<file path="src/rtl/dev_uart_rx_param_if.sv">
// Receiver-side signal bundle for dev_uart_rx_param: baud tick and pad input in, received word out.
// The master modport is the receiver. The slave modport is the pad/tick source and byte consumer.
interface dev_uart_rx_param_if #(
    parameter int unsigned DATA_W = 8
);
    logic              TIC;
    logic              RxD;
    logic [DATA_W-1:0] RxQ;
    logic              RxSTB;
    logic              FERR;
    logic              PERR;
    logic              BRK;

    modport master (
        input  TIC,
        input  RxD,
        output RxQ,
        output RxSTB,
        output FERR,
        output PERR,
        output BRK
    );

    modport slave (
        output TIC,
        output RxD,
        input  RxQ,
        input  RxSTB,
        input  FERR,
        input  PERR,
        input  BRK
    );
endinterface

</file>
<file path="src/rtl/dev_uart_rx_param.sv">
// Parametrised oversampling UART receiver with start-glitch rejection, framing-error and break flags.
// Optional parity check is enabled by defining DEV_UART_RX_PARITY_EN.
module dev_uart_rx_param #(
    parameter int unsigned DATA_W      = 8,
    parameter int unsigned OVS         = 8,
    parameter int unsigned STOP_BITS   = 1,
    parameter int unsigned SYNC_STAGES = 3,
    parameter int unsigned PARITY_ODD  = 0
) (
    input  logic                   CLK,
    input  logic                   RST,
    dev_uart_rx_param_if.master    rx
);
    localparam int unsigned CW = $clog2(OVS);
    localparam int unsigned BW = $clog2(DATA_W);

    localparam logic [CW-1:0] HalfTic  = CW'(OVS / 2 - 1);
    localparam logic [CW-1:0] LastTic  = CW'(OVS - 1);
    localparam logic [BW-1:0] LastBit  = BW'(DATA_W - 1);
    localparam logic          LastStop = 1'(STOP_BITS - 1);

    if (DATA_W < 5 || DATA_W > 9 || OVS < 4 || (OVS % 2) != 0 || STOP_BITS < 1 ||
        STOP_BITS > 2 || SYNC_STAGES < 2 || PARITY_ODD > 1) begin : g_bad_param
        $error("dev_uart_rx_param: parameter out of range");
    end

`ifdef DEV_UART_RX_PARITY_EN
    typedef enum logic [2:0] {StHunt, StIdle, StStart, StData, StParity, StStop} state_e;
    localparam logic ParOdd = (PARITY_ODD != 0);
    logic par_bit;
`else
    typedef enum logic [2:0] {StHunt, StIdle, StStart, StData, StStop} state_e;
`endif

    state_e            state;
    logic [CW-1:0]     cnt;
    logic [CW-1:0]     cnt_inc;
    logic [BW-1:0]     bit_cnt;
    logic              stop_cnt;
    logic              stop0_bad;
    logic [DATA_W-1:0] shift;
    logic [SYNC_STAGES-1:0] sync;
    logic              rxd_s;
    logic              first_stop_bad;
    logic              ferr_now;

    assign rxd_s   = sync[SYNC_STAGES-1];
    assign cnt_inc = (cnt == LastTic) ? '0 : cnt + 1'b1;

    // With two stop bits the first one was captured earlier; with one, it is the current sample.
    assign first_stop_bad = (stop_cnt == 1'b0) ? ~rxd_s : stop0_bad;
    assign ferr_now       = ~rxd_s | ((stop_cnt != 1'b0) & stop0_bad);

    always_ff @(posedge CLK) begin
        if (RST) begin
            sync <= '1;
        end else begin
            sync <= {sync[SYNC_STAGES-2:0], rx.RxD};
        end
    end

    always_ff @(posedge CLK) begin
        if (RST) begin
            state     <= StHunt;
            cnt       <= '0;
            bit_cnt   <= '0;
            stop_cnt  <= 1'b0;
            stop0_bad <= 1'b0;
            shift     <= '0;
`ifdef DEV_UART_RX_PARITY_EN
            par_bit   <= 1'b0;
`endif
            rx.RxQ    <= '0;
            rx.RxSTB  <= 1'b0;
            rx.FERR   <= 1'b0;
            rx.PERR   <= 1'b0;
            rx.BRK    <= 1'b0;
        end else begin
            rx.RxSTB <= 1'b0;
            if (rx.TIC) begin
                case (state)
                    StHunt: begin
                        if (rxd_s) state <= StIdle;
                    end
                    StIdle: begin
                        if (!rxd_s) begin
                            state <= StStart;
                            cnt   <= '0;
                        end
                    end
                    StStart: begin
                        if (cnt == HalfTic) begin
                            cnt     <= '0;
                            bit_cnt <= '0;
                            state   <= rxd_s ? StIdle : StData;
                        end else begin
                            cnt <= cnt + 1'b1;
                        end
                    end
                    StData: begin
                        cnt <= cnt_inc;
                        if (cnt == LastTic) begin
                            shift <= {rxd_s, shift[DATA_W-1:1]};
                            if (bit_cnt == LastBit) begin
                                stop_cnt <= 1'b0;
`ifdef DEV_UART_RX_PARITY_EN
                                state    <= StParity;
`else
                                state    <= StStop;
`endif
                            end else begin
                                bit_cnt <= bit_cnt + 1'b1;
                            end
                        end
                    end
`ifdef DEV_UART_RX_PARITY_EN
                    StParity: begin
                        cnt <= cnt_inc;
                        if (cnt == LastTic) begin
                            par_bit <= rxd_s;
                            state   <= StStop;
                        end
                    end
`endif
                    StStop: begin
                        cnt <= cnt_inc;
                        if (cnt == LastTic) begin
                            if (stop_cnt == LastStop) begin
                                rx.RxQ   <= shift;
                                rx.RxSTB <= 1'b1;
                                rx.FERR  <= ferr_now;
                                rx.BRK   <= (shift == '0) & first_stop_bad;
`ifdef DEV_UART_RX_PARITY_EN
                                rx.PERR  <= (^shift) ^ par_bit ^ ParOdd;
`else
                                rx.PERR  <= 1'b0;
`endif
                                // A bad stop waits for the line to idle high again.
                                state    <= ferr_now ? StHunt : StIdle;
                            end else begin
                                stop0_bad <= ~rxd_s;
                                stop_cnt  <= stop_cnt + 1'b1;
                            end
                        end
                    end
                    default: state <= StHunt;
                endcase
            end
        end
    end
endmodule

</file>
<file path="src/flat_wrapper.sv">
// flat-port wrapper written by rule: the top's interface ports become plain ports
module dev_uart_rx_param_flat 
#(
    parameter int unsigned DATA_W      = 8,
    parameter int unsigned OVS         = 8,
    parameter int unsigned STOP_BITS   = 1,
    parameter int unsigned SYNC_STAGES = 3,
    parameter int unsigned PARITY_ODD  = 0
)
  (CLK, RST, rx_TIC, rx_RxD, rx_RxQ, rx_RxSTB, rx_FERR, rx_PERR, rx_BRK);
  dev_uart_rx_param_if #(.DATA_W(DATA_W)) rx_i ();
  input  logic CLK;
  input  logic RST;
  input wire logic [$bits(rx_i.TIC)-1:0] rx_TIC;
  input wire logic [$bits(rx_i.RxD)-1:0] rx_RxD;
  output wire logic [$bits(rx_i.RxQ)-1:0] rx_RxQ;
  output wire logic [$bits(rx_i.RxSTB)-1:0] rx_RxSTB;
  output wire logic [$bits(rx_i.FERR)-1:0] rx_FERR;
  output wire logic [$bits(rx_i.PERR)-1:0] rx_PERR;
  output wire logic [$bits(rx_i.BRK)-1:0] rx_BRK;
  assign rx_i.TIC = rx_TIC;
  assign rx_i.RxD = rx_RxD;
  assign rx_RxQ = rx_i.RxQ;
  assign rx_RxSTB = rx_i.RxSTB;
  assign rx_FERR = rx_i.FERR;
  assign rx_PERR = rx_i.PERR;
  assign rx_BRK = rx_i.BRK;
  dev_uart_rx_param #(.DATA_W(DATA_W), .OVS(OVS), .STOP_BITS(STOP_BITS), .SYNC_STAGES(SYNC_STAGES), .PARITY_ODD(PARITY_ODD)) u_core (.CLK(CLK), .RST(RST), .rx(rx_i));
endmodule
</file>
<file path="config.mk">
export PLATFORM = sky130hd
export DESIGN_NAME = dev_uart_rx_param_flat
export DESIGN_NICKNAME = d
export VERILOG_FILES = /design/src/rtl/dev_uart_rx_param_if.sv /design/src/rtl/dev_uart_rx_param.sv /design/src/flat_wrapper.sv
export SDC_FILE = /design/constraint.sdc
export NUM_CORES = 1
export LEC_CHECK = 0
export ABC_AREA = 1
export ABC_CLOCK_PERIOD_IN_PS = 3800
export CORE_MARGIN = 4
export CORE_UTILIZATION = 45
export CTS_BUF_LIST = sky130_fd_sc_hd__clkbuf_8
export CTS_CLUSTER_DIAMETER = 150
export DETAILED_ROUTE_END_ITERATION = 10
export PLACE_DENSITY_LB_ADDON = 0.25
export REMOVE_ABC_BUFFERS = 1
export SYNTH_ARGS = -nofsm -noshare
export SYNTH_HDL_FRONTEND = slang
export SYNTH_SLANG_ARGS = --single-unit
</file>
<file path="constraint.sdc">
create_clock -name CLK -period 3.8 [get_ports CLK]
set_input_delay 0.38 -clock CLK [delete_from_list [all_inputs] [get_ports CLK]]
set_output_delay 0.38 -clock CLK [all_outputs]
set_load 0.01 [all_outputs]
</file>
Word level (Yosys, flattened, before mapping)
Cells that the tools add are included.
{ "classes": {"n_div": 0, "n_reduce_logical": 14, "n_addsub": 3, "n_mul": 0, "eq_ne": 15, "mux": 25, "magnitude_cmp": 0, "shift": 0, "n_bitwise": 8} }
{ "op_table": {"columns": ["operator", "n"], "rows": [
  ["two-way mux 3 bit", 13],
  ["one-hot mux 3 bit (5 select lines)", 1],
  ["!= test 2 x 1 -> 1 bit, second input constant", 5],
  ["AND reduction 5 bit", 2],
  ["equality test 3 x 2 -> 1 bit, second input constant", 3],
  ["equality test 3 bit, second input constant", 3],
  ["one-hot mux 3 bit (3 select lines)", 1],
  ["zero test 8 bit", 1],
  ["AND reduction 4 bit", 2],
  ["AND reduction 8 bit", 1],
  ["two-way mux 1 bit", 7],
  ["adder 3 x 1 -> 3 bit, second input constant", 2],
  ["!= test 2 bit, second input constant", 3],
  ["one-hot mux 3 bit (2 select lines)", 1],
  ["AND reduction 3 bit", 2],
  ["NOT 1 bit", 5],
  ["nonzero test 2 bit", 2],
  ["OR reduction 4 bit", 1],
  ["equality test 3 x 1 -> 1 bit, second input constant", 1],
  ["zero test 3 bit", 1],
  ["nonzero test 3 bit", 1],
  ["bitwise AND 1 bit", 2],
  ["two-way mux 2 bit", 1],
  ["one-hot mux 1 bit (2 select lines)", 1],
  ["3 further kinds", 3]
]} }
{ "word_totals": {"ff_bits": 33, "wordCells": 76, "input_bits": 4, "n_memories": 0, "mem_bits_ro": 0, "mem_bits_rw": 0, "output_inout_bits": 12, "latchBits": 0} }

Longest topological paths before layout
{ "depth": {"word_depth": 6, "depth_mapped": 9, "depth_no_buf": 8} }

Worst setup path before layout
OpenSTA, ideal clock, no wires.
{ "synth_timing": {"path_kind": "register to register", "startpoint": "register u_core.cnt[0]", "endpoint": "register u_core.shift[2]", "n_path_buf": 1, "stages_incl_launch_ff": 8, "setup_ns": 0.119, "required_ns": 3.681, "synth_period_minus_slack_ns": 1.318, "arrival_time_ns": 1.199, "slack_ns": 2.482, "cell_sequence": "dfxtp_1 ha_1 nand2_1 nor2_1 nand2_1 buf_2 o21ai_0 a21oi_1"} }
{ "synth_between": {"elab_chain_cells": 2} }
{ "synth_lines": {"columns": ["element", "line_no", "source"], "rows": [
  ["start: declaration", "dev_uart_rx_param.sv:36", "logic [CW-1:0] cnt;"],
  ["start signal: assignment", "dev_uart_rx_param.sv:97", "cnt <= cnt + 1'b1;"],
  ["start signal: assignment", "dev_uart_rx_param.sv:101", "cnt <= cnt_inc;"],
  ["start signal: assignment", "dev_uart_rx_param.sv:126", "cnt <= cnt_inc;"],
  ["equality test 3 bit", "dev_uart_rx_param.sv:102", "if (cnt == LastTic) begin"],
  ["AND reduction 3 bit (no source line)", null, null],
  ["end signal: assignment", "dev_uart_rx_param.sv:103", "shift <= {rxd_s, shift[DATA_W-1:1]};"],
  ["end: declaration", "dev_uart_rx_param.sv:41", "logic [DATA_W-1:0] shift;"]
]} }
No other way between the ends.
A chain may end at the register's enable or synchronous reset.

Worst setup path after layout
{ "layout_timing": {"startpoint": "register u_core.cnt[0]", "endpoint": "register u_core.rx.RxQ[5]"} }
{ "layout_between": {"elab_chain_cells": 2} }
{ "layout_lines": {"columns": ["element", "line_no", "source"], "rows": [
  ["equality test 3 bit", "dev_uart_rx_param.sv:127", "if (cnt == LastTic) begin"],
  ["AND reduction 4 bit (no source line)", null, null],
  ["end signal: assignment", "dev_uart_rx_param.sv:129", "rx.RxQ <= shift;"],
  ["end: declaration", "dev_uart_rx_param_if.sv:17", "output RxQ,"]
]} }
No other way between the ends.

==> impl_summary.txt <==
----------------------------------------------------
[Final layout]
  Post-Layout Inst Area ... 1690 µm²
  Ant diodes ... 0
  Share of cells above drive strength 1 ... 0.0943
  Growth of design area from synthesis to finish ... 17.3%
  Non-Filler Instances ... between 200 and 300
  Layout fillers ... roughly 290
  Net total in the final layout ... 220

[Global routing]
  Total global-route track usage ... 0.164
  Layer carrying the most global-route usage ... met2
  Met2 Track Usage GR ... 0.277
  Grt met1 use ... 0.180
  Met3 track demand over resource ... 0.0503
  Global-route wire length before repair ... 5.22 mm
  Vias in the first global route ... 1,204
  Remaining global-route overflow ... 0
  Number of antenna violations at the first check in global routing ... 0
  Pin count of the biggest net entering global routing ... 23

[Placed design]
  HPWL after detailed placement ... roughly 2.2 mm
  Number of port buffers ... 14
  Place WS ... 1.79 ns
  DP Area ... 1590 µm²
  Placed cells ... 248
  Global placement routability congestion ... 0.944

[Routing]
  Antenna viol nets, final ... 0
  Detail-routed via count per cell ... 5.06
  DRC ... 0
  Number of detailed-routing iterations run before antenna repair ... 4
  Routed wire length ... 3.08 mm
  Detailed Route Iter0 Violations ... 91
  Overall via count from detail_route ... 1,296
  Average routed wire per standard cell ... 12.0 µm

[Pwr]
  Pint ... 0.617 mW
  Leakage ... 0.750 nW
  Maximum resistive drop on vdd ... 372 µV
  Pwr per Cell Area ... 575 nW/µm²
  Clock network fraction of total power ... 0.287
  Comb pwr share ... 0.296
  Sequential share of power ... 0.417
  Switching share of total power ... 0.364
  Switching Power ... 0.353 mW

[STA]
  Clock Skew ... 0.00589 ns
  Sum of negative setup slack ... 0 ns
  Final worst setup slack ... 1.98 ns
  Fin. Hold Viols ... 0
  Slew Limit Headroom ... 0.621
  Fmax ... 550 MHz
  Transition at the pin with the smallest max-transition slack ... around 0.57 ns
  Setup violations, final ... 0
  Final cycle utilization of the critical path ... 0.478
  Max Transition Viols Final ... 0
  Unrepaired setup endpoints after global routing ... false
  Final min period ... 1.82 ns
  Post-route worst hold slack ... 0.402 ns

[Logic synthesis]
  Synth unique cells ... 20
  #FFs+latches synth ... 31
  Share of synthesized area occupied by flip-flops and latches ... 0.431
  Mapped Avg Cell Area ... 7.30 µm²
  Synthesis warning total ... 0
  Cells after synthesis ... a little under 200
  Summed instance area of the synthesized netlist ... roughly 1400 µm²

[Floorplan]
  Std cell rows ... 20
  Core box area ... 3050 µm²
  Horiz. Die Dim ... 64.5 µm
  Initial cell density of the core ... 0.471
  Die Footprint ... 4170 µm²
  # IOs ... 16
  Die outline height ... ~65 µm

[Critical path]
  Crit path max-delay family ... simple AND/OR/NAND/NOR gates
  Delay contributed by the slowest stage of the critical path ... around 0.54 ns
  Number of buffer and inverter instances along the worst setup path ... 1
  Critical Path, Cell by Cell ... ha_1, nand2_1, nor3_4, inv_1, nor2_1, nor2_1
  Top fanout value on the critical path ... 16
  Kind of launch point of the worst setup path ... flip-flop
  Critical setup path kind ... reg2reg
  Max stage delay cell, worst path ... nor3_4
  Setup crit end kind ... flip-flop
  CP Data Arrival Time ... 1.98 ns
  Required time worst endpoint ... 3.97 ns
  Dominant cell type by count on the critical path ... nor2_1

[Clock network]
  TritonCTS Sinks ... 31
  Clock insertion delay at the later pin of the skew report ... 0.28 ns
  Number of buffers inserted for hold repair after clock tree synthesis ... 0
  Clock transition at the register clock pins on the worst setup and hold paths after CTS ... 0.06 ns
  CTS root buffer ... clkbuf_8
  Gates resized, CTS repair ... 0
  Clock buffer count from CTS ... 5
  CTS tree ... yes
  Number of H-tree branching levels ... 2
  Buffers from clock root to sink, at most ... 2
  Post-CTS setup repair buffer count ... 0

[Run status]
  Run status ... completed

[Run]
  Number of max-cap violations ... 0

[Min path]
  Path category of the worst min-delay check ... reg2reg

----------------------------------------------------
## layout by cell type, fill, tap and decap left out, drive strengths merged
| cell | count |
|---|---|
| nor3 | 1 |
| dfxtp | 31 |
| clkdlybuf4s50 | 14 |
| a21oi | 18 |
| nor2 | 35 |
| nand4 | 5 |
| ha | 5 |
| nand3 | 18 |
| nand2 | 34 |
| conb | 1 |
| o21ai | 18 |
| or2 | 3 |
| clkbuf | 7 |
| inv | 22 |
## metal layers
metal | up-vias | share of wire
met1 | 593 | 0.45
li1 | 668 | -
met4 | 0 | 0.028
met3 | 10 | 0.036
met5 | - | 0
met2 | 25 | 0.48
## flip-flops by register name, summed over array words and instances (netlist names)
signal / flops
u_core.rx.RxQ: 8
u_core.rx.FERR: 1
u_core.state: 3
u_core.sync: 3
u_core.bit_cnt: 3
u_core.cnt: 3
u_core.rx.RxSTB: 1
u_core.rx.BRK: 1
u_core.shift: 8
## through the flow
step	util	total power, mW
2_1_floorplan	-	0.629
3_3_place_gp	0.520	0.683
3_5_place_dp	0.520	0.694
4_1_cts	0.553	0.977
5_1_grt	0.553	1.05
6_report	0.553	0.970
## worst paths after layout
kind	to	from	slack (ns)	cells after the start
worst min register to register	u_core.sync[2]	u_core.sync[1]	0.40	1
worst max-delay path	u_core.rx.RxQ[5]	u_core.cnt[0]	1.98	6
worst min-delay path	u_core.sync[2]	u_core.sync[1]	0.40	1
worst max register to register	u_core.rx.RxQ[5]	u_core.cnt[0]	1.98	6
## area by class of cell
type | count | area, µm² | share of cell area
Clock buffer | 7 | 96.3 | 0.0571
Clock inverter | 1 | 3.75 | 0.00222
Inverter | 21 | 78.8 | 0.0467
Multi-Input combinational cell | 138 | 693 | 0.411
Sequential cell | 31 | 621 | 0.368
Tap cell | 44 | 55.1 | 0.0326
Timing Repair Buffer | 14 | 140 | 0.0830
## cells in the mapped netlist (all sizes together)
library cell | instances | share of area
nand4 | 5 | 0.022
nor2 | 35 | 0.097
or2 | 3 | 0.013
conb | 1 | 0.0026
buf | 4 | 0.024
nand2 | 34 | 0.092
nand3 | 18 | 0.073
nor3 | 1 | 0.011
inv | 21 | 0.055
o21ai | 18 | 0.063
a21oi | 18 | 0.065
ha | 5 | 0.043
dfxtp | 31 | 0.43
clkbuf | 3 | 0.0078
## power groups by stage
stage	sequential [mW]	combinational, mW	clock [mW]
final	0.405	0.287	0.279
after global routing	0.412	0.336	0.303
after CTS	0.403	0.286	0.287
after detailed placement	0.411	0.284	0
after global placement	0.408	0.275	0
after floorplan	0.400	0.229	0
## worst reg2reg max path, stage by stage (launching register included)
cell,delay (ns)
dfxtp_1,0.37
ha_1,0.19
nand2_1,0.19
nor3_4,0.54
inv_1,0.21
nor2_1,0.14
nor2_1,0.06
## kinds of logic (layout without fill, tap and decap cells)
kind of cell,count (synthesis),after routing,synth area share
AND/OR/NAND/NOR,96,96,0.308
other,1,1,0.00261
adder cells (fa/ha/maj),5,5,0.0435
buffers and inverters,28,43,0.0870
flip-flops,31,31,0.431
AO/OA/AOI/OAI,36,36,0.128
Note: power is estimated with default switching activity, not from simulation.
